File: src/rtl/parity_pkg.sv
`default_nettype none
// ============================================================================
//  Module      : parity_pkg
//  Description : Shared types and constants for the parity frame transmitter.
//                Holds the frame FSM state encoding and the parity-sense
//                selector constants.
//  Revision    : 1.0 - initial release
// ============================================================================
package parity_pkg;

    // Frame FSM: idle, serialising data bits, presenting the parity bit.
    typedef enum logic [1:0] {
        IDLE = 2'd0,
        DATA = 2'd1,
        PAR  = 2'd2
    } state_t;

    // XORed into the accumulated parity to select its sense.
    localparam logic PARITY_EVEN    = 1'b0;
    localparam logic PARITY_ODD_SEL = 1'b1;

endpackage : parity_pkg
`default_nettype wire

File: src/rtl/parity_accum.sv
`default_nettype none
// ============================================================================
//  Module      : parity_accum
//  Description : Running parity accumulator. Toggles on every enabled '1'
//                bit; cleared by clr or rst (rst takes priority).
//  Ports       : clk    - clock, rising edge
//                rst    - synchronous active-high reset
//                clr    - synchronous clear (start of a new frame)
//                en     - accumulate bit_in this cycle
//                bit_in - bit being accumulated
//                parity - XOR of all accumulated bits since last clear
//  Revision    : 1.0 - initial release
// ============================================================================
module parity_accum (
    input  logic clk,
    input  logic rst,
    input  logic clr,
    input  logic en,
    input  logic bit_in,
    output logic parity
);

    logic r_parity;

    always_ff @(posedge clk) begin
        if (rst || clr) begin
            r_parity <= 1'b0;
        end else if (en && bit_in) begin
            r_parity <= ~r_parity;
        end
    end

    assign parity = r_parity;

endmodule : parity_accum
`default_nettype wire

File: src/rtl/parity_frame_tx.sv
`default_nettype none
// ============================================================================
//  Module      : parity_frame_tx
//  Description : Frames a parallel DATA_W-bit word into a serial stream,
//                data LSB first followed by one parity bit, with
//                valid/ready handshakes on both sides. Back-to-back frames
//                are supported: a new word can be accepted in the same cycle
//                the parity bit is consumed.
//  Parameters  : DATA_W     - data bits per frame (2..32)
//                PARITY_ODD - 0: even parity bit, 1: odd parity bit
//  Ports       : clk       - clock, rising edge
//                rst       - synchronous active-high reset
//                in_data   - parallel word to frame
//                in_valid  - in_data valid
//                in_ready  - word accepted when in_valid && in_ready
//                ser_out   - serial bit (data LSB first, then parity)
//                ser_valid - ser_out carries a frame bit
//                ser_ready - downstream consumes ser_out this cycle
//                ser_last  - ser_out is the parity bit
//                busy      - a frame is in progress
//                frame_cnt - (PARITY_FRAME_CNT_EN only) 16-bit count of
//                            completed frames, wraps 0xFFFF -> 0x0000
//  Build macro : PARITY_FRAME_CNT_EN adds the frame_cnt output.
//  Revision    : 1.0 - initial release
// ============================================================================
module parity_frame_tx
    import parity_pkg::*;
#(
    parameter int DATA_W     = 8,
    parameter int PARITY_ODD = 0
) (
    input  logic              clk,
    input  logic              rst,
    input  logic [DATA_W-1:0] in_data,
    input  logic              in_valid,
    output logic              in_ready,
    output logic              ser_out,
    output logic              ser_valid,
    input  logic              ser_ready,
    output logic              ser_last,
    output logic              busy
`ifdef PARITY_FRAME_CNT_EN
    ,
    output logic [15:0]       frame_cnt
`endif
);

    localparam int                CNT_W        = (DATA_W > 1) ? $clog2(DATA_W) : 1;
    localparam logic [CNT_W-1:0]  C_LAST_BIT   = CNT_W'(DATA_W - 1);
    localparam logic              C_PARITY_SEL = (PARITY_ODD != 0) ? PARITY_ODD_SEL : PARITY_EVEN;

    state_t             r_state;
    state_t             w_state_nxt;
    logic [DATA_W-1:0]  r_shift;
    logic [CNT_W-1:0]   r_cnt;
    logic               w_parity;
    logic               w_in_xfer;
    logic               w_out_xfer;
    logic               w_load;
    logic               w_shift;

    // ------------------------------------------------------------------
    // Output decode from the current state
    // ------------------------------------------------------------------
    always_comb begin
        in_ready  = 1'b0;
        ser_valid = 1'b0;
        ser_out   = 1'b0;
        ser_last  = 1'b0;
        busy      = 1'b0;
        case (r_state)
            IDLE: begin
                in_ready = 1'b1;
            end
            DATA: begin
                ser_valid = 1'b1;
                ser_out   = r_shift[0];
                busy      = 1'b1;
            end
            PAR: begin
                // A new word may only enter when the parity bit leaves,
                // so acceptance follows the downstream ready.
                in_ready  = ser_ready;
                ser_valid = 1'b1;
                ser_last  = 1'b1;
                ser_out   = w_parity ^ C_PARITY_SEL;
                busy      = 1'b1;
            end
            default: begin
                in_ready = 1'b0;
            end
        endcase
    end

    assign w_in_xfer  = in_valid && in_ready;
    assign w_out_xfer = ser_valid && ser_ready;
    assign w_load     = w_in_xfer;
    assign w_shift    = (r_state == DATA) && w_out_xfer;

    // ------------------------------------------------------------------
    // Next-state logic
    // ------------------------------------------------------------------
    always_comb begin
        w_state_nxt = r_state;
        case (r_state)
            IDLE: begin
                if (w_in_xfer) begin
                    w_state_nxt = DATA;
                end
            end
            DATA: begin
                if (w_out_xfer && (r_cnt == C_LAST_BIT)) begin
                    w_state_nxt = PAR;
                end
            end
            PAR: begin
                if (w_out_xfer) begin
                    w_state_nxt = w_in_xfer ? DATA : IDLE;
                end
            end
            default: begin
                w_state_nxt = IDLE;
            end
        endcase
    end

    always_ff @(posedge clk) begin
        if (rst) begin
            r_state <= IDLE;
        end else begin
            r_state <= w_state_nxt;
        end
    end

    // ------------------------------------------------------------------
    // Shift register and bit counter
    // ------------------------------------------------------------------
    always_ff @(posedge clk) begin
        if (rst) begin
            r_shift <= '0;
            r_cnt   <= '0;
        end else if (w_load) begin
            r_shift <= in_data;
            r_cnt   <= '0;
        end else if (w_shift) begin
            r_shift <= r_shift >> 1;
            r_cnt   <= r_cnt + 1'b1;
        end
    end

    // Running parity of the bits actually sent in this frame.
    parity_accum u_parity_accum (
        .clk    (clk),
        .rst    (rst),
        .clr    (w_load),
        .en     (w_shift),
        .bit_in (r_shift[0]),
        .parity (w_parity)
    );

`ifdef PARITY_FRAME_CNT_EN
    logic [15:0] r_frame_cnt;

    // Counts frames whose parity bit was consumed; natural 16-bit wrap.
    always_ff @(posedge clk) begin
        if (rst) begin
            r_frame_cnt <= 16'd0;
        end else if ((r_state == PAR) && w_out_xfer) begin
            r_frame_cnt <= r_frame_cnt + 16'd1;
        end
    end

    assign frame_cnt = r_frame_cnt;
`endif

endmodule : parity_frame_tx
`default_nettype wire

File: config.mk
export PLATFORM = sky130hd
export DESIGN_NAME = parity_frame_tx
export DESIGN_NICKNAME = d
export VERILOG_FILES = /design/src/rtl/parity_pkg.sv /design/src/rtl/parity_accum.sv /design/src/rtl/parity_frame_tx.sv
export SDC_FILE = /design/constraint.sdc
export NUM_CORES = 1
export LEC_CHECK = 0
export BUFFER_PORTS_ARGS = -buffer_cell sky130_fd_sc_hd__buf_2
export CAP_MARGIN = 20
export CORE_UTILIZATION = 55
export CTS_CLUSTER_DIAMETER = 200
export DETAILED_ROUTE_END_ITERATION = 10
export GPL_TIMING_DRIVEN = 0
export PLACE_DENSITY = 0.87
export SLEW_MARGIN = 10
export SYNTH_ARGS = -nofsm -noshare
export SYNTH_HDL_FRONTEND = slang
export SYNTH_SLANG_ARGS = --single-unit
File: constraint.sdc
create_clock -name clk -period 3.9 [get_ports clk]
set_clock_uncertainty 0.2 [all_clocks]
set_input_delay 0.78 -clock clk [delete_from_list [all_inputs] [get_ports clk]]
set_output_delay 0.78 -clock clk [all_outputs]
set_load 0.01 [all_outputs]
# [Yosys cells after proc, flatten, opt, wreduce, memory -nomap -nowiden]
# Index checks and enable logic that the tools add are counted.
[word_totals] output_inout_bits=5 regBits=14
[op_classes] eq_ne=6 n_bitwise=1 n_reduce_logical=11 addsub=1 muxes=11
[op_table] op="8-bit 2-to-1 mux" n=2
[op_table] op="2-bit 2-to-1 mux" n=3
[op_table] op="2-bit one-hot mux with 3 select lines" n=1
[op_table] op="1-bit logical AND" n=5
[op_table] op="2-bit by 1-bit != test with 1-bit output, second input constant" n=2
[op_table] op="1-bit one-hot mux with 2 select lines" n=2
[op_table] op="2-bit OR reduction" n=2
[op_table] op="3-bit by 1-bit adder with 3-bit output, second input constant" n=1
[op_table] op="3-bit == test, second input constant" n=1
[op_table] op="1-bit 2-to-1 mux" n=3
[op_table] op="3-bit AND reduction" n=1
[op_table] op="2-bit by 1-bit == test with 1-bit output, second input constant" n=1
[op_table] op="2-bit == test, second input constant" n=1
[op_table] op="2-bit zero test" n=1
[op_table] op="2-bit != test, second input constant" n=1
[op_table] op="2-bit nonzero test" n=1
[op_table] op="1-bit logical OR" n=1
[op_table] op="1-bit NOT" n=1

# [Depth between registers and ports, before layout]
[logic_depth] depth_word=7 mapped_depth=6 mapped_depth_nobuf=6

# [By module]
# Synthesis repeated with hierarchy kept, for this count alone.
[unflattened] cells_unflattened=85 area_unflattened_um2=850.8
[modules_own_cells] module="parity_frame_tx" area_per_inst_um2=800.8 cells_per_inst=81 instances=1
[modules_own_cells] module="parity_accum" area_per_inst_um2=50.0 cells_per_inst=4 instances=1

# [Worst setup path after synthesis]
# Ideal clock, no wire load.
[synth_timing] path_type="input-to-output" startpoint="input port ser_ready" endpoint="output port in_ready" required_ns=2.920 path_stages=3 setup_slack_ns=1.671 path_buffers=1 t_arrival_ns=1.249 path_cell_list="buf_6 -> a21oi_4 -> inv_1"
[synth_between] elab_chain_cells=1
[synth_rtl] item="from (decl)" line="parity_frame_tx.sv:39" rtl="input logic ser_ready,"
[synth_rtl] item="1-bit one-hot mux with 2 select lines" line="parity_frame_tx.sv:71" rtl="case (r_state)"
[synth_rtl] item="to (decl)" line="parity_frame_tx.sv:36" rtl="output logic in_ready,"
# Every way passes these cells.

# [Final worst setup path]
[layout_timing] startpoint="register r_state[0]" endpoint="output port in_ready"
[layout_between] elab_chain_cells=2 word_cells_on_any_way=3 classes_between="eq/ne: 1; mux: 1; reduce/logical: 1"
[layout_rtl] item="from (decl)" line="parity_frame_tx.sv:52" rtl="state_t r_state;"
[layout_rtl] item="from (signal assigned)" line="parity_frame_tx.sv:131" rtl="r_state <= w_state_nxt;"
[layout_rtl] item="2-bit == test / 2-bit zero test (equally long branches)" line="parity_frame_tx.sv:71"
[layout_rtl] item="1-bit one-hot mux with 2 select lines (*)" line="parity_frame_tx.sv:71"
# Every way passes the cells marked *; elsewhere a longest branch is shown, timed or not.

==> implementation parameters <==
Parameter                              Value

Timing
  Setup repair after global routing missed its margin    no
  Share of the clock period used by the worst path after layout    about two thirds
  Number of failing hold endpoints at the final stage    0
  Worst Hold Margin    0.3127 ns
  Slew headroom    69.58%
  Setup Total Neg Slack    0 ns
  Setup Viol. Count Final    0
  Clock period minus final worst setup slack    2.603 ns
  Final number of max-transition violations    0
  Slew at the pin closest to its max-slew limit    0.4562 ns
  Final setup slack of the worst path    1.297 ns
  Timing-limited maximum frequency    0.3842 GHz

GRT
  Combined global-route utilization of all metal layers    24.26%
  Vias in the first global route    588
  Global-route wire length before repair    2449 µm
  Aggregate global routing overflow    0
  Antenna violations before repair    0
  Largest net degree at the start of global routing    11

Route
  First-pass detailed-route iteration total    4
  Routed wirelength normalized by instance count    13.77 µm
  Count of routing violations after the opening detailed-route iteration    20
  Vias post-DR    651
  DRC    0
  Wire length after detailed routing    1556 µm
  Routed via count divided by cell count    5.761
  Count of antenna-violating nets left after detailed routing    0

Die
  Area of the core region    0.001301 mm²
  Chip height    39.41 µm
  Top Ports    17
  Total Die Area    0.001553 mm²
  Width of the die    between 30 and 40 µm
  Initial core utilization    a little under 60%
  Total number of placement rows    13

Synth
  XOR/XNOR Fraction of Synth Area    2.276%
  Most frequently used cell type in the post-synthesis netlist    sky130_fd_sc_hd__dfxtp_1
  Gate count after technology mapping    79
  Fraction of the yosys area taken by sequential cells    between 30% and 40%
  Area share of the largest cell type after synthesis    36.42%
  Post-synthesis share of cell area spent on and, or, nand and nor gates    between 10% and 20%
  Post-synth top cells    sky130_fd_sc_hd__dfxtp_1, sky130_fd_sc_hd__nor3_1, sky130_fd_sc_hd__mux2i_1
  Synthesized area per cell    9.740 µm²
  Post-synthesis share of cell area spent on full adders, half adders and majority gates    9.756%
  Post-synth cell types    28
  Yosys warning count    0
  Largest family of logic cells by synthesized area    compound AO/OA/AOI/OAI gates
  Fraction of synthesized area in multiplexers    13.17%
  Compound-Gate Fraction of Synth Area    ~16%
  Post-synthesis instance area    769.5 µm²
  Top cell type by total area after synthesis    sky130_fd_sc_hd__dfxtp_1
  Async S/R FF share, synth    0%
  Synth top area cells    sky130_fd_sc_hd__dfxtp_1, sky130_fd_sc_hd__mux2i_1, sky130_fd_sc_hd__ha_1
  Post-synth top flop    sky130_fd_sc_hd__dfxtp_1
  Number of flops mapped to enable cells by yosys    0
  Register bit total from synthesis    14
  Number of nets produced by synthesis    97

Power and ir drop
  Power density over the cells    477.1 mW/mm²
  LEAKAGE    0.4358 nW
  Worst VDD drop    0.3203 mV

Worst setup path
  Data arrival time of the critical path    1.62 ns
  CP Capture Type    output pin
  Data required time of the worst path    2.92 ns
  Reg-to-reg setup timing slack    approximately 2 ns
  CP max FO    10
  Path type of the worst setup path    flop to output pin
  CP Launch Type    flop

Job
  Maximum Capacitance Violations    0

Clocking
  Setup repair bufs after CTS    0
  Later-pin clock latency in the skew report    0.29 ns
  Number of hold buffers added after CTS    0
  Deepest level of the CTS H-tree    1
  Inserted Clock Buffers    3
  Resize count post-CTS    0
  Clock-pin transition on the worst setup and hold timing paths    0.08 ns
  Clock net sink count    14
  Clock tree buffer depth    2
  Clk Tree Root Cell    sky130_fd_sc_hd__clkbuf_4
  Clock tree from TritonCTS    yes

Cells and area
  Number of nets in the layout    117
  Final Cell Area    899.6 µm²
  Share of the core filled with cells    between 60 and 70%
  Count of antenna diodes in the layout    0
  Filler Cell Count    117
  Share of final-layout standard cells stronger than drive strength 1    27.55%
  Relative area change from synthesis to final layout    16.91%

Place
  Half-perimeter wire length after placement    around 1200 µm
  Instance area at placement    ~860 µm²
  Port bufs    15
  Routability congestion estimate    about 0.76
  Dpl ws    1.461 ns

Status
  Result of the run    completed

Worst hold path
  Worst hold-check path type    flop to flop
-- sequential cells by signal, indices dropped and copies added, names as in the netlist --
| register | flops |
|---|---|
| r_state | 2 |
| u_parity_accum.parity | 1 |
| r_cnt | 3 |
| r_shift | 8 |
-- placed cells by master (no fill, tap or decap) --
master	count
sky130_fd_sc_hd__nand3_1	2
sky130_fd_sc_hd__nand2b_1	1
sky130_fd_sc_hd__nor2_1	2
sky130_fd_sc_hd__clkbuf_4	3
sky130_fd_sc_hd__clkbuf_8	1
sky130_fd_sc_hd__a41oi_1	1
sky130_fd_sc_hd__a21oi_4	1
sky130_fd_sc_hd__buf_6	2
sky130_fd_sc_hd__nand2_1	1
sky130_fd_sc_hd__xor2_1	2
sky130_fd_sc_hd__buf_2	16
sky130_fd_sc_hd__a22oi_1	1
sky130_fd_sc_hd__nand4_1	1
sky130_fd_sc_hd__dfxtp_1	14
sky130_fd_sc_hd__ha_1	6
sky130_fd_sc_hd__nand3_2	1
sky130_fd_sc_hd__nor3_1	13
sky130_fd_sc_hd__a222oi_1	1
sky130_fd_sc_hd__o211ai_1	1
sky130_fd_sc_hd__clkbuf_1	1
sky130_fd_sc_hd__buf_4	1
sky130_fd_sc_hd__a31oi_1	1
sky130_fd_sc_hd__mux2_2	1
sky130_fd_sc_hd__a21oi_1	1
sky130_fd_sc_hd__inv_1	4
sky130_fd_sc_hd__a211oi_1	7
sky130_fd_sc_hd__inv_2	1
sky130_fd_sc_hd__nor2b_1	1
sky130_fd_sc_hd__a221oi_1	1
sky130_fd_sc_hd__mux2i_1	9
-- routing by layer --
layer  share of wire (%)  wire [µm]  vias up  global-route usage, %
li1                    -          -      335                      -
met1                  47        730      301                  25.61
met2                  48        740       13                  41.39
met3                 4.3         67        2                  10.23
met4                 1.1         17        0                  10.34
met5                   0          0        -                      0
-- cells by family after synthesis --
logic type	after synthesis
mux	10
flops	14
simple gates	22
buf+inv	10
compound gates	15
xor+xnor	2
fa+ha+maj	6
-- metrics by stage --
| step | std cells | power (mW) |
|---|---|---|
| 6_report | 113 | 0.4292 |
| 5_1_grt | 113 | 0.4528 |
| 4_1_cts | 113 | 0.4308 |
| 3_3_place_gp | 109 | 0.3198 |
| 2_1_floorplan | 79 | 0.2860 |
| 3_5_place_dp | 109 | 0.3263 |
-- where the power goes --
group	switching, mW	total (mW)	internal [mW]
logic	0.0849	0.150	0.0649
clock network	0.0490	0.106	0.0569
registers	0.0118	0.174	0.162
-- final timing paths --
| check | to | cells after the start | start |
|---|---|---|---|
| setup / recovery | in_ready | 5 | r_state[0]$_SDFFE_PP0P_ |
| hold / removal | r_shift[7]$_SDFFE_PP0P_ | 2 | r_shift[7]$_SDFFE_PP0P_ |
| setup reg to reg | r_state[0]$_SDFFE_PP0P_ | 5 | r_state[0]$_SDFFE_PP0P_ |
| hold reg to reg | r_shift[7]$_SDFFE_PP0P_ | 2 | r_shift[7]$_SDFFE_PP0P_ |
-- area by class of cell --
cell class / instances / area [µm²] / area share, %
tap: 15 / 18.77 / 2.086
buffer: 5 / 38.79 / 4.312
clock buffer: 4 / 36.28 / 4.033
multi-input combinational: 55 / 431.7 / 47.98
timing repair buffer: 15 / 75.07 / 8.345
inverter: 5 / 18.77 / 2.086
sequential: 14 / 280.3 / 31.15
-- critical path, stage by stage (launching register included) --
cell and delay, ns:
sky130_fd_sc_hd__dfxtp_1 0.37, sky130_fd_sc_hd__inv_1 0.09, sky130_fd_sc_hd__ha_1 0.30, sky130_fd_sc_hd__a21oi_4 0.30, sky130_fd_sc_hd__inv_1 0.12, sky130_fd_sc_hd__buf_2 0.16
(Power assumes the default switching activity.)
